[src/rtl/seg_mmio_pkg.sv]
// Register map, reset values, segment glyph table and byte-merge helper shared by the scanner.
// Pure definitions: no latency, no flow control.
package seg_mmio_pkg;

  localparam logic [31:0] DATA_OFS = 32'h0000_0000;
  localparam logic [31:0] CTRL_OFS = 32'h0000_0004;

  localparam int CTRL_MASK_LSB = 0;
  localparam int CTRL_DP_LSB   = 8;
  localparam int CTRL_EN_BIT   = 16;
  localparam int CTRL_BRT_LSB  = 20;

`ifdef SEG_BRIGHTNESS_EN
  localparam logic [31:0] CTRL_RESET = 32'h00F1_00FF;
  localparam logic [31:0] CTRL_WMASK = 32'h00F1_FFFF;
`else
  localparam logic [31:0] CTRL_RESET = 32'h0001_00FF;
  localparam logic [31:0] CTRL_WMASK = 32'h0001_FFFF;
`endif

  // {g,f,e,d,c,b,a}, active low; lowercase glyphs for b and d
  localparam logic [6:0] SEG_TABLE [16] = '{
    7'h40, 7'h79, 7'h24, 7'h30, 7'h19, 7'h12, 7'h02, 7'h78,
    7'h00, 7'h10, 7'h08, 7'h03, 7'h46, 7'h21, 7'h06, 7'h0E
  };

  function automatic logic [31:0] byte_merge(input logic [31:0] cur,
                                             input logic [31:0] wd,
                                             input logic [3:0]  strb);
    logic [31:0] r;
    r = cur;
    for (int i = 0; i < 4; i++) begin
      if (strb[i]) r[8*i +: 8] = wd[8*i +: 8];
    end
    return r;
  endfunction

endpackage

[src/rtl/hex7seg.sv]
// Hex nibble to active-low seven-segment pattern {g..a}.
// Combinational, zero latency, no flow control.
module hex7seg
  import seg_mmio_pkg::*;
(
  input  logic [3:0] nib,
  output logic [6:0] seg
);

  assign seg = SEG_TABLE[nib];

endmodule

[src/rtl/seg_mmio_scanner.sv]
// 8-digit 7-seg scanner on the picorv32 look-ahead bus; reads return after 1 cycle, writes never stall.
// Optional SEG_BRIGHTNESS_EN adds a 4-bit PWM duty field in CTRL[23:20].
module seg_mmio_scanner
  import seg_mmio_pkg::*;
#(
  parameter logic [31:0] BASE_ADDR    = 32'h1000_0010,
  parameter int          REFRESH_DIV  = 100000,
  parameter int          BLANK_CYCLES = 2
) (
  input  logic        clk,
  input  logic        resetn,
  input  logic        mem_la_read,
  input  logic        mem_la_write,
  input  logic [31:0] mem_la_addr,
  input  logic [31:0] mem_la_wdata,
  input  logic [3:0]  mem_la_wstrb,
  output logic        sel_hit,
  output logic [31:0] rdata,
  output logic        frame_tick,
  output logic [7:0]  catodes,
  output logic [7:0]  anodes
);

  localparam int PW = ($clog2(REFRESH_DIV) > 8) ? $clog2(REFRESH_DIV) : 8;
  localparam logic [31:0]   DATA_ADDR = BASE_ADDR + DATA_OFS;
  localparam logic [31:0]   CTRL_ADDR = BASE_ADDR + CTRL_OFS;
  localparam logic [PW-1:0] PRESC_MAX = PW'(REFRESH_DIV - 1);
  localparam logic [PW-1:0] BLANK_END = PW'(BLANK_CYCLES);

  logic [31:0]   data_sh, data_act, ctrl_sh, ctrl_act;
  logic          pending;
  logic [PW-1:0] presc;
  logic [2:0]    digit;

  logic hit_data, hit_ctrl, wr_data, wr_ctrl, slot_end, wrap;
  logic [7:0] en_mask, dp_mask;
  logic [3:0] cur_nib;
  logic [6:0] cur_seg;
  logic       duty_ok, lit_ok;

  assign hit_data = (mem_la_addr[31:2] == DATA_ADDR[31:2]);
  assign hit_ctrl = (mem_la_addr[31:2] == CTRL_ADDR[31:2]);
  assign wr_data  = mem_la_write && hit_data;
  assign wr_ctrl  = mem_la_write && hit_ctrl;
  assign slot_end = (presc == PRESC_MAX);
  assign wrap     = slot_end && (digit == 3'd7);

  // Shadow takes bus writes; active only follows at a frame wrap so a frame is never torn.
  always_ff @(posedge clk or negedge resetn) begin
    if (!resetn) begin
      data_sh  <= '0;
      data_act <= '0;
      ctrl_sh  <= CTRL_RESET;
      ctrl_act <= CTRL_RESET;
      pending  <= 1'b0;
      sel_hit  <= 1'b0;
      rdata    <= '0;
    end else begin
      if (wr_data) data_sh <= byte_merge(data_sh, mem_la_wdata, mem_la_wstrb);
      if (wr_ctrl) ctrl_sh <= byte_merge(ctrl_sh, mem_la_wdata, mem_la_wstrb) & CTRL_WMASK;
      if (wrap && pending) begin
        data_act <= data_sh;
        ctrl_act <= ctrl_sh;
      end
      pending <= wr_data || wr_ctrl || (pending && !wrap);
      sel_hit <= mem_la_read && (hit_data || hit_ctrl);
      if (mem_la_read && hit_data)      rdata <= data_sh;
      else if (mem_la_read && hit_ctrl) rdata <= ctrl_sh;
      else                              rdata <= '0;
    end
  end

  always_ff @(posedge clk or negedge resetn) begin
    if (!resetn) begin
      presc      <= '0;
      digit      <= '0;
      frame_tick <= 1'b0;
    end else begin
      presc      <= slot_end ? '0 : presc + PW'(1);
      if (slot_end) digit <= digit + 3'd1;
      frame_tick <= wrap;
    end
  end

  assign en_mask = ctrl_act[CTRL_MASK_LSB +: 8];
  assign dp_mask = ctrl_act[CTRL_DP_LSB +: 8];
  assign cur_nib = data_act[{digit, 2'b00} +: 4];

`ifdef SEG_BRIGHTNESS_EN
  assign duty_ok = (presc[7:4] < ctrl_act[CTRL_BRT_LSB +: 4]);
`else
  assign duty_ok = 1'b1;
`endif

  assign lit_ok = ctrl_act[CTRL_EN_BIT] && en_mask[digit] && duty_ok;

  hex7seg u_hex7seg (
    .nib (cur_nib),
    .seg (cur_seg)
  );

  always_ff @(posedge clk or negedge resetn) begin
    if (!resetn) begin
      anodes  <= 8'hFF;
      catodes <= 8'hFF;
    end else if ((presc >= BLANK_END) && lit_ok) begin
      anodes  <= ~(8'd1 << digit);
      catodes <= {~dp_mask[digit], cur_seg};
    end else begin
      anodes  <= 8'hFF;
      catodes <= 8'hFF;
    end
  end

  logic unused_bits;
  assign unused_bits = ^{mem_la_addr[1:0], ctrl_act[31:17]};

endmodule

[config.mk]
export PLATFORM = sky130hd
export DESIGN_NAME = seg_mmio_scanner
export DESIGN_NICKNAME = d
export VERILOG_FILES = /design/src/rtl/seg_mmio_pkg.sv /design/src/rtl/hex7seg.sv /design/src/rtl/seg_mmio_scanner.sv
export SDC_FILE = /design/constraint.sdc
export NUM_CORES = 1
export LEC_CHECK = 0
export ABC_AREA = 0
export BUFFER_PORTS_ARGS = -buffer_cell sky130_fd_sc_hd__buf_2
export CORE_MARGIN = 1
export CORE_UTILIZATION = 51
export CTS_CLUSTER_SIZE = 40
export DETAILED_ROUTE_END_ITERATION = 8
export GPL_ROUTABILITY_DRIVEN = 0
export MAX_ROUTING_LAYER = met4
export PLACE_DENSITY = 0.76
export SLEW_MARGIN = 20
export SYNTH_ARGS = -nofsm -noshare
export SYNTH_HDL_FRONTEND = slang
export SYNTH_HIERARCHICAL = 1
export SYNTH_SLANG_ARGS = --single-unit
[constraint.sdc]
create_clock -name clk -period 2.51 [get_ports clk]
set_input_delay 0.502 -clock clk [delete_from_list [all_inputs] [get_ports clk]]
set_output_delay 0.502 -clock clk [all_outputs]
set_load 0.01 [all_outputs]
==> results_dict.tcl <==
set metrics [dict create \
    synth_compound_gate_area_share_pct 1.164 \
    final_nets 774 \
    rrSetupSlack_ns 0.05 \
    grt.overflow.total 0 \
    synth-xor-area-share_pct 1.677 \
    cts_tree "done" \
    areaGrowthSynthToFinish_pct 22.95 \
    layout_common_cells "134 x dfrtp_1, 118 x buf_2, 89 x mux2_2" \
    synth_edf_count 0 \
    syn_inst 532 \
    synthSimpleGateAreaFrac_pct 11.16 \
    vias 4800 \
    dieArea_mm2 0.01482 \
    peakVddDrop_mv 0.4510 \
    vias_per_cell 5.455 \
    reg2reg_from "presc[12]" \
    path_clk_slew_ns 0.06 \
    coreArea_mm2 0.01393 \
    finalSetupViolations 0 \
    synth_top_flop_cell "dfrtp_1" \
    synthDistinctLibCells 45 \
    max_slew_margin_pct 56.72 \
    cts_made_buffers 17 \
    synth_top_cell_by_area "dfrtp_1" \
    dieHeight_um 121.7 \
    grt_pass1_wl_mm 26.52 \
    root_buffer "clkbuf_16" \
    tightestPinTransition_ns 0.6432 \
    num_antenna_cells 0 \
    ys_seq_elements 169 \
    port_buffers 119 \
    clock_skew_ns 0.008036 \
    yosys.area.top_type_share_pct 46.20 \
    clk_latency_ns 0.43 \
    dr.pass1.iters 4 \
    fin_crit_sh_pct 97.97 \
    antenna_left 0 \
    yosys_warnings 6 \
    ios 122 \
    routed_wl_mm 16.41 \
    stdcell_count 880 \
    global_route.usage.total_pct 24.93 \
    drive_gt1_share_pct 48.29 \
    status "complete, no violations" \
    synthMuxAreaShare_pct 22.84 \
    hold_ws_ns 0.06763 \
    wire_per_inst_um 18.64 \
    clock-sinks 169 \
    avgSynthCellArea_um2 13.74 \
    powerDensity_mw_per_mm2 593.6 \
    final_cell_area_mm2 0.008990 \
    drc 0 \
    slew_violations 0 \
    first_global_vias 5024 \
    required_ns 2.83 \
    synth_area_leaders "dfrtp_1 46%, mux2_2 14%, dfstp_2 12%" \
    hp-class "primary input to asynchronous set/reset pin" \
    placed_area_mm2 0.008329 \
    final_common_cell "dfrtp_1" \
    antenna_found_initial 0 \
    drtIter0Drc 227 \
    ys_seq_area_share_pct 58.42 \
    synth_fa_ha_area_share_pct 2.567 \
    worstPathArrival_ns 2.77 \
    die_x_um 121.7 \
    timing_hold_violations_final 0 \
    cts_hold_buf 0 \
    min_period_ns 2.459 \
    crit_path_start_kind "register" \
    dp_hpwl_mm 11.11 \
    htreeDepth 4 \
    syn-num-nets 619 \
    synth_area_mm2 0.007312 \
    row_count 43 \
    timing.fmax_mhz 406.6 \
    synth_top_family_by_area "multiplexers" \
    initial_core_util_pct 52.47 \
    ys_async_sr_fraction_pct 100.0 \
    worstPathMaxFanout 12 \
    crit_type "register to register" \
    placedCellCount 843 \
    clk_path_buf_depth 2 \
    maxCapViolCount 0 \
    grt_max_degree 69 \
    end_kind "register" \
    ff2ff_path_depth 5 \
    leakage_nw 4.374 \
    r2r-end "data_act[0]" \
]
routing by layer:
layer / vias up / part of all wire [%] / GRT usage (%)
met1: 2460 / 45 / 32.43
met4: 0 / 1.6 / 9.028
met3: 22 / 4.8 / 5.618
met5: - / 0 / -
met2: 134 / 49 / 38.42
li1: 2184 / - / -
state kept, by name, summed over array words and instances (netlist names):
signal / cells
ctrl_act: 17
frame_tick: 1
presc: 17
data_act: 32
data_sh: 32
rdata: 32
sel_hit: 1
catodes: 8
anodes: 8
digit: 3
pending: 1
ctrl_sh: 17
worst max-delay path: stages (launching register included):
cell and delay, ns:
dfrtp_1 0.40, or4_4 0.54, or4_4 0.47, nor4_4 0.23, bufbuf_16 0.36, mux2_2 0.34
where the power goes:
group	internal [W]	total [W]	leakage [nW]	switching (W)
clock network	0.00136	0.00246	0.261	0.00110
registers	0.00273	0.00273	2.22	0.0000000000115
logic	0.0000577	0.000151	1.89	0.0000930
total	0.00414	0.00534	4.37	0.00119
per-stage QoR:
stage | total power (W) | utilization (%) | setup WS, ns | TNS [ns]
floorplan | 0.002798 | - | 0.04138 | 0
global placement | 0.002923 | 59.77 | 0.01660 | 0
detailed placement | 0.002929 | 59.77 | -0.07048 | -2.548
finish | 0.005336 | 64.51 | 0.05087 | 0
CTS | 0.005379 | 64.12 | 0.03423 | 0
global route | 0.005498 | 64.51 | -0.01237 | -0.1313
kinds of logic (layout without fill, tap and decap cells):
group                      count (synthesis)  in the layout
AOI/OAI and AO/OA                         13             13
xor gates and xnor gates                  14             14
adders and majority gates                 15             15
buffers and inverters                     36            204
DFF                                      169            169
muxes                                    137            137
and+or+nand+nor                          148            148
synth_stat cells, types with 3 or more instances:
cell type	n
or4_1	5
buf_2	4
nor2_1	36
mux4_2	14
mux2i_1	24
nor4_1	9
xor2_1	7
and2_1	15
nor4_2	4
xnor2_1	7
nor4b_1	4
nand4_1	5
ha_1	15
mux2_2	89
dfstp_2	34
and4_1	3
nand2b_1	10
clkbuf_1	9
nand3_1	11
mux2_1	10
a21oi_1	4
nand2_1	32
dfrtp_1	135
inv_1	17
nor3_1	5
layout make-up:
cell class,instances,area [um2]
Fill cell,1016,4945
Timing Repair Buffer,154,977.2
Inverter,18,67.56
Tap cell,180,225.2
Sequential cell,169,4273
Multi-Input combinational cell,327,2894
Clock inverter,15,127.6
Clock buffer,17,425.4
worst max-delay path by stage:
stage | startpoint | end | slack, ns | cells after the start
after global routing | presc[12] | data_act[13] | -0.01 | 5
final | presc[12] | data_act[0] | 0.05 | 5
after global placement | presc[12] | ctrl_act[8] | 0.02 | 5
after detailed placement | presc[12] | ctrl_act[9] | -0.07 | 5
after CTS | presc[12] | data_act[16] | 0.03 | 6
after floorplan | presc[13] | data_act[21] | 0.04 | 6
what timing repair did:
| item | CTS | global route |
|---|---|---|
| endpoints found under the setup margin | 49 | 37 |
| gates resized for setup | 1 | 7 |
| pin swaps | 1 | 0 |
| buffers inserted | 1 | 0 |
| cloned | 2 | 2 |
(Power assumes the default switching activity.)
